`src/rtl/tone_pkg.sv`:
```
// Shared types and helpers for the tone sequencer and its divider.
package tone_pkg;

  typedef enum logic [1:0] {
    IDLE = 2'd0,
    PLAY = 2'd1,
    GAP  = 2'd2
  } state_t;

  // Counter width able to hold 0..div-1 (at least one bit).
  function automatic int presc_w(input int div);
    return (div <= 1) ? 1 : $clog2(div);
  endfunction

endpackage

```
`src/rtl/tone_div.sv`:
```
// Programmable square-wave divider: period counter plus duty compare with a registered output.
module tone_div
  import tone_pkg::*;
#(
  parameter int CNT_W = 32
) (
  input  logic             clk,
  input  logic             rst,
  input  logic             run,
  input  logic             clear,
  input  logic [CNT_W-1:0] period,
  input  logic [CNT_W-1:0] duty,
  output logic             beep
);

  logic [CNT_W-1:0] cnt_reg;
  logic             beep_reg;
  logic             wrap;

  // Periods 0 and 1 keep the counter parked at zero.
  assign wrap = (period <= CNT_W'(1)) || (cnt_reg >= period - CNT_W'(1));

  always_ff @(posedge clk or posedge rst) begin
    if (rst) begin
      cnt_reg  <= '0;
      beep_reg <= 1'b0;
    end else if (clear) begin
      cnt_reg  <= '0;
      beep_reg <= 1'b0;
    end else if (run) begin
      beep_reg <= (period != '0) && (cnt_reg < duty);
      cnt_reg  <= wrap ? '0 : cnt_reg + CNT_W'(1);
    end else begin
      beep_reg <= 1'b0;
    end
  end

  assign beep = beep_reg;

endmodule

```
`src/rtl/tone_seq.sv`:
```
// Note player: valid/ready note intake, tick-based duration, square-wave beep.
// Optional silent gap after each note is compiled in with TONE_SEQ_GAP_EN.
module tone_seq
  import tone_pkg::*;
#(
  parameter int CNT_W     = 32,
  parameter int DUR_W     = 16,
  parameter int TICK_DIV  = 50000,
  parameter int GAP_TICKS = 10
) (
  input  logic             clk,
  input  logic             rst,
  input  logic             note_valid,
  output logic             note_ready,
  input  logic [CNT_W-1:0] note_period,
  input  logic [CNT_W-1:0] note_duty,
  input  logic [DUR_W-1:0] note_dur,
  input  logic             stop,
  output logic             beep,
  output logic             busy,
  output logic             note_done
);

  localparam int PW = presc_w(TICK_DIV);

  state_t           state_reg, state_next;
  logic [CNT_W-1:0] period_reg, duty_reg;
  logic [DUR_W-1:0] dur_reg, dur_cnt_reg;
  logic [PW-1:0]    presc_reg;
  logic             done_reg, done_next;
  logic             accept, tick, play_end, gap_end;
  logic             div_run, div_clear;

  assign note_ready = (state_reg == IDLE) && !stop;
  assign accept     = note_valid && note_ready;
  assign busy       = (state_reg != IDLE);
  assign note_done  = done_reg;
  assign tick       = (presc_reg == PW'(TICK_DIV - 1));
  assign play_end   = (state_reg == PLAY) &&
                      ((dur_reg == '0) || (tick && (dur_cnt_reg == dur_reg - DUR_W'(1))));

`ifdef TONE_SEQ_GAP_EN
  localparam int GW = presc_w(GAP_TICKS + 1);
  logic [GW-1:0] gap_cnt_reg;

  assign gap_end = (state_reg == GAP) && tick && (gap_cnt_reg == GW'(GAP_TICKS - 1));

  always_ff @(posedge clk or posedge rst) begin
    if (rst) begin
      gap_cnt_reg <= '0;
    end else if (state_reg != GAP || state_next != GAP) begin
      gap_cnt_reg <= '0;
    end else if (tick) begin
      gap_cnt_reg <= gap_cnt_reg + GW'(1);
    end
  end
`else
  logic unused_gap;
  assign unused_gap = (GAP_TICKS != 0);
  assign gap_end    = 1'b0;
`endif

  always_ff @(posedge clk or posedge rst) begin
    if (rst) begin
      state_reg <= IDLE;
      done_reg  <= 1'b0;
    end else begin
      state_reg <= state_next;
      done_reg  <= done_next;
    end
  end

  always_comb begin
    state_next = state_reg;
    done_next  = 1'b0;
    if (stop) begin
      state_next = IDLE;
    end else begin
      case (state_reg)
        IDLE: if (accept) state_next = PLAY;
        PLAY: begin
          if (play_end) begin
            done_next = 1'b1;
`ifdef TONE_SEQ_GAP_EN
            state_next = (GAP_TICKS == 0) ? IDLE : GAP;
`else
            state_next = IDLE;
`endif
          end
        end
        GAP: if (gap_end) state_next = IDLE;
        default: state_next = IDLE;
      endcase
    end
  end

  always_ff @(posedge clk or posedge rst) begin
    if (rst) begin
      period_reg <= '0;
      duty_reg   <= '0;
      dur_reg    <= '0;
    end else if (accept) begin
      period_reg <= note_period;
      duty_reg   <= note_duty;
      dur_reg    <= note_dur;
    end
  end

  // Prescaler restarts on every state change so GAP gets a fresh tick grid.
  always_ff @(posedge clk or posedge rst) begin
    if (rst) begin
      presc_reg <= '0;
    end else if (state_next != state_reg || state_reg == IDLE) begin
      presc_reg <= '0;
    end else begin
      presc_reg <= tick ? '0 : presc_reg + PW'(1);
    end
  end

  always_ff @(posedge clk or posedge rst) begin
    if (rst) begin
      dur_cnt_reg <= '0;
    end else if (state_reg != PLAY || state_next != PLAY) begin
      dur_cnt_reg <= '0;
    end else if (tick) begin
      dur_cnt_reg <= dur_cnt_reg + DUR_W'(1);
    end
  end

  // The divider only advances while PLAY continues, so the exit edge forces beep low.
  assign div_run   = (state_reg == PLAY) && (state_next == PLAY);
  assign div_clear = (state_reg != PLAY);

  tone_div #(
    .CNT_W(CNT_W)
  ) u_div (
    .clk    (clk),
    .rst    (rst),
    .run    (div_run),
    .clear  (div_clear),
    .period (period_reg),
    .duty   (duty_reg),
    .beep   (beep)
  );

endmodule

```
`config.mk`:
```
export PLATFORM = sky130hd
export DESIGN_NAME = tone_seq
export DESIGN_NICKNAME = d
export VERILOG_FILES = /design/src/rtl/tone_pkg.sv /design/src/rtl/tone_div.sv /design/src/rtl/tone_seq.sv
export SDC_FILE = /design/constraint.sdc
export NUM_CORES = 1
export LEC_CHECK = 0
export CORE_MARGIN = 1.5
export CORE_UTILIZATION = 65
export CTS_BUF_LIST = sky130_fd_sc_hd__clkbuf_16
export CTS_CLUSTER_DIAMETER = 120
export DETAILED_ROUTE_END_ITERATION = 8
export DONT_BUFFER_PORTS = 1
export GPL_ROUTABILITY_DRIVEN = 0
export PLACE_DENSITY = 0.81
export SLEW_MARGIN = 20
export SYNTH_ARGS = -nofsm -noshare
export SYNTH_HDL_FRONTEND = slang
export SYNTH_SLANG_ARGS = --single-unit
export TNS_END_PERCENT = 5
```
`constraint.sdc`:
```
create_clock -name clk -period 13.1 [get_ports clk]
set_clock_uncertainty 0.05 [all_clocks]
set_input_delay 1.31 -clock clk [delete_from_list [all_inputs] [get_ports clk]]
set_output_delay 1.31 -clock clk [all_outputs]
set_load 0.1 [all_outputs]
```
### After elaboration in Yosys (flattened, before gate mapping)

Index checks and enable logic that the tools add are counted.

* register bits: 148
* output and inout bits: 4
* logic and storage cells: 58

* add/subtract/negate cells: 5
* order comparisons: 3
* equal/unequal tests: 8
* multiplexer cells: 16
* reductions and logical operators: 17

Operator list (number)
* two-way mux 32 bit: 3
* two-way mux 16 bit: 4
* adder 16 x 1 -> 16 bit (second input constant): 2
* adder 32 x 1 -> 32 bit (second input constant): 1
* >= comparator 32 bit: 1
* less-or-equal comparator 32 x 1 -> 1 bit (second input constant): 1
* less-than comparator 32 bit: 1
* nonzero test 32 bit: 1
* subtractor 32 x 1 -> 32 bit (second input constant): 1
* == test 16 bit: 1
* == test 16 bit (second input constant): 1
* logical NOT 16 bit: 1
* subtractor 16 x 1 -> 16 bit (second input constant): 1
* logical AND 1 bit: 6
* two-way mux 2 bit: 3
* one-hot mux 2 bit (3 select lines): 1
* nonzero test 2 bit: 3
* two-way mux 1 bit: 5
* == test 2 x 1 -> 1 bit (second input constant): 2
* logical OR 1 bit: 4
* != test 2 x 1 -> 1 bit (second input constant): 2
* == test 2 bit (second input constant): 1
* logical NOT 2 bit: 1
* != test 2 bit: 1
* logical NOT 1 bit: 1

### Logic depth before layout (Yosys ltp)

* depth in word-level cells: 12
* depth in mapped cells: 18

### Modules after synthesis

A second synthesis with hierarchy kept.

* cell total of the unflattened synthesis: 922
* area total of the unflattened synthesis: 9157.5 µm²

By module, submodules not included
* tone_seq: instances 1, cells an instance 412, area each 5178.7 µm²
* tone_div: instances 1, cells an instance 510, area each 3978.8 µm²

### Worst setup path after synthesis

OpenSTA, ideal clock, no wires.

* path kind: input -> register
* start point: in stop
* end point: reg duty_reg[10]
* arrival time: 4.695 ns
* data required time: 12.967 ns
* setup slack: 8.273 ns
* stages: 7
* path buffers: 3
* path through: nor3_1 and2_1 clkbuf_1 clkbuf_1 clkbuf_1 nand2_1 o21ai_0

* longest elaborated chain between the ends: 3

Ends and longest elaborated chain
* start, declared: line tone_seq.sv:18 `input logic stop,`
* logical NOT 1 bit: line tone_seq.sv:34 `assign note_ready = (state_reg == IDLE) && !stop;`
* logical AND 1 bit: line tone_seq.sv:34
* logical AND 1 bit: line tone_seq.sv:35 `assign accept = note_valid && note_ready;`
* end signal, assigned: line tone_seq.sv:104 `duty_reg <= note_duty;`
* end, declared: line tone_seq.sv:27 `logic [CNT_W-1:0] period_reg, duty_reg;`

No other way between the ends.
A chain may end at the register's enable or synchronous reset.

### Worst setup path after layout

* start point: reg period_reg[7]
* end point: reg u_div.cnt_reg[10]

* longest elaborated chain between the ends: 6

Ends and longest elaborated chain
* start, declared: line tone_seq.sv:27
* start signal, assigned: line tone_seq.sv:103 `period_reg <= note_period;`
* subtractor 32 x 1 -> 32 bit: line tone_div.sv:21 `assign wrap = (period <= CNT_W'(1)) || (cnt_reg >= period - CNT_W'(1));`
* >= comparator 32 bit: line tone_div.sv:21
* logical OR 1 bit (*): line tone_div.sv:21
* two-way mux 32 bit (*): line tone_div.sv:32 `cnt_reg <= wrap ? '0 : cnt_reg + CNT_W'(1);`
* two-way mux 32 bit (*): line tone_div.sv:30 `end else if (run) begin`
* two-way mux 32 bit (*): line tone_div.sv:27 `end else if (clear) begin`
* end signal, assigned: line tone_div.sv:32
* end, declared: line tone_div.sv:16 `logic [CNT_W-1:0] cnt_reg;`

Every way passes the cells marked *; elsewhere a longest branch is shown, timed or not. The select of a mux whose other input is x is not followed.

==> results.json <==
{
  "required_ns": 13.38,
  "synth_most_common_cell": "dfrtp_1",
  "synth_area_um2": 8936,
  "p_int_uw": 922.1,
  "hold_path.class": "reg2reg",
  "fp.dieW_um": 120.3,
  "clock_latency_ns": 0.43,
  "final_cells": 1119,
  "hpwl_um": 13110,
  "place_ws_ns": 8.211,
  "design_area_um2": 9674,
  "path_clk_slew_ns": 0.06,
  "layout-drive-gt1-share_pct": 9.862,
  "setup_tns_ns": 0,
  "crit_arrival_ns": 5.30,
  "clock_tree.buffer_depth": 2,
  "clock-sinks": 148,
  "status": "finished clean",
  "synth_cells": 940,
  "drt-total-wl_um": 18390,
  "overflow": 0,
  "switching_power_uw": 361.0,
  "crit_type": "reg2reg",
  "hold_viol": 0,
  "antenna_found_initial": 0,
  "start_util_pct": 66.95,
  "routed_via_density": 6.083,
  "clockPowerShare_pct": 38.7,
  "yosysTopAreaCell": "dfrtp_1",
  "peakVddDrop_v": 0.0001151,
  "synth-async-reset-ratio_pct": 100.0,
  "numCtsBuffers": 17,
  "avgSynthCellArea_um2": 9.506,
  "diodes": 0,
  "ys_seq_area_share_pct": 41.44,
  "cts_resized": 0,
  "pin_count": 88,
  "p_sw_share_pct": 28.14,
  "worstMarginPinSlew_ns": 1.090,
  "drtIter0Drc": 678,
  "fin_nets": 1083,
  "synth-seq-cells": 148,
  "grt_max_degree": 80,
  "powerDensity_nw_per_um2": 132.6,
  "grt_pass1_vias": 6645,
  "yosysWarningCount": 0,
  "seqPwrFrac_pct": 44.0,
  "fp-row-count": 42,
  "power_frac_comb_pct": 17.3,
  "rsz0062_at_grt": "no",
  "fin_ws_ns": 8.083,
  "max_freq_ghz": 0.1993,
  "crit_path_start_kind": "flop",
  "die_y_um": 120.3,
  "postCtsHoldBufs": 0,
  "worstPathMaxFanout": 24,
  "yosys-top-cells-area": "dfrtp_1, ha_1, mux2_2",
  "wl_per_cell_um": 16.44,
  "dieArea_um2": 14460,
  "htree_levels": 4,
  "final-setup-viol-count": 0,
  "first_pass_iters": 6,
  "num_vias": 6807,
  "leakage_nw": 4.197,
  "synthTopCellsByCount": "dfrtp_1, nand2_1, nor2_1",
  "slew_violations": 0,
  "synth.distinct_cells": 62,
  "synthToLayoutAreaGrowth_pct": 8.261,
  "grt_pass1_wl_um": 31910,
  "synthesis.nets": 1093,
  "core_area_um2": 13350,
  "port_buffers": 0,
  "postCtsSetupRepairBufs": 0,
  "place_inst": 1087,
  "dpl-instance-area_um2": 9077,
  "slew_headroom_pct": 26.65,
  "drc": 0,
  "fin_crit_ns": 5.017,
  "cts_root_buf": "clkbuf_16",
  "synth_edf_count": 0,
  "num-fill-cells": 957,
  "ant_nets": 0,
  "endpoint_kind": "flop",
  "post-route-period-util_pct": 38.29,
  "cap_violations": 0,
  "track_usage_pct": 27.79,
  "yosys.area.top_type_share_pct": 41.44,
  "synth_flop_cell": "dfrtp_1",
  "cts_tree": "done"
}
-- per-layer routing --
layer / track usage (%) / routed length [µm] / share of wire [%]
met5: 0 / 0 / 0
met4: 11.62 / 430 / 2.3
met3: 5.896 / 786 / 4.3
met2: 42.79 / 8684 / 47
met1: 38.53 / 8492 / 46
-- layout make-up --
class	instances	area, µm²	area share, %
Inverter	48	185.2	1.914
Clock buffer	17	425.4	4.397
Sequential cell	148	3704	38.28
Multi-Input combinational cell	711	4921	50.87
Tap cell	176	220.2	2.276
Clock inverter	15	171.4	1.772
Timing Repair Buffer	4	47.55	0.4915
-- stage by stage --
step	hold WS, ns	power, mW	util [%]
2_1_floorplan	0.3751	0.7385	-
3_3_place_gp	0.3935	0.7811	68.00
3_5_place_dp	0.4043	0.7915	68.01
4_1_cts	0.4133	1.290	72.48
5_1_grt	0.4427	1.349	72.48
6_report	0.4125	1.283	72.48
-- worst max-delay path, stage by stage, from the launching register on --
cell and delay [ns]:
dfrtp_1 0.43, or4_1 0.55, nor2_1 0.17, nand3_1 0.19, or3_1 0.53, nor4_1 0.33
xnor2_1 0.17, ha_1 0.26, nand4_1 0.12, nor4_1 0.08, a211oi_1 0.20, o21ai_0 0.11
nor4_1 0.33, nand2_1 0.59, or4_1 0.69, o211ai_1 0.11
-- logic make-up after synthesis --
group	share of synthesized area [%]
AOI/OAI and AO/OA	11.06
xor gates and xnor gates	7.253
adders and majority gates	9.661
buffers and inverters	3.584
DFF	41.44
muxes	5.993
and+or+nand+nor	21.00
-- cells in the final DEF (no fill, tap or decap), drive strengths merged, types with 3 or more instances in the layout --
cell | synthesis | final
dfrtp | 148 | 148
nand2 | 103 | 103
nor2 | 71 | 71
ha | 69 | 69
o21ai | 59 | 59
xnor2 | 51 | 51
inv | 48 | 50
nand3 | 46 | 46
mux2 | 44 | 44
a21oi | 24 | 24
xor2 | 23 | 23
and3 | 22 | 22
nor3 | 21 | 21
clkbuf | 19 | 18
nand4 | 18 | 18
nor4 | 17 | 17
o311ai | 16 | 16
a21o | 11 | 11
or4 | 10 | 10
or3 | 10 | 10
nor2b | 8 | 8
nand2b | 8 | 8
clkinv | 0 | 8
or2 | 6 | 6
nand3b | 6 | 6
a211oi | 6 | 6
and2 | 6 | 6
o21a | 5 | 5
o211ai | 5 | 5
a31oi | 4 | 4
and4 | 4 | 4
mux2i | 4 | 4
bufinv | 0 | 4
nor4b | 3 | 3
o2111ai | 3 | 3
a221o | 3 | 3
buf | 14 | 3
-- power groups by stage --
stage	Sequential, mW	Clock (mW)	Combinational, mW
after global routing	0.572	0.523	0.254
after CTS	0.564	0.503	0.223
after floorplan	0.553	0	0.186
after global placement	0.568	0	0.213
final	0.565	0.497	0.222
after detailed placement	0.571	0	0.220
-- path summary, 6_finish.rpt --
kind | startpoint | to | slack, ns | depth (start not counted)
max | period_reg[7] | u_div.cnt_reg[10] | 8.08 | 15
max reg2reg | period_reg[7] | u_div.cnt_reg[10] | 8.08 | 15
min | presc_reg[0] | presc_reg[0] | 0.41 | 1
min in group asynchronous | rst | dur_reg[3] | 0.80 | 1
min reg2reg | presc_reg[0] | presc_reg[0] | 0.41 | 1
max in group asynchronous | rst | u_div.cnt_reg[16] | 10.90 | 2
Power figures use the tool's default switching activity.
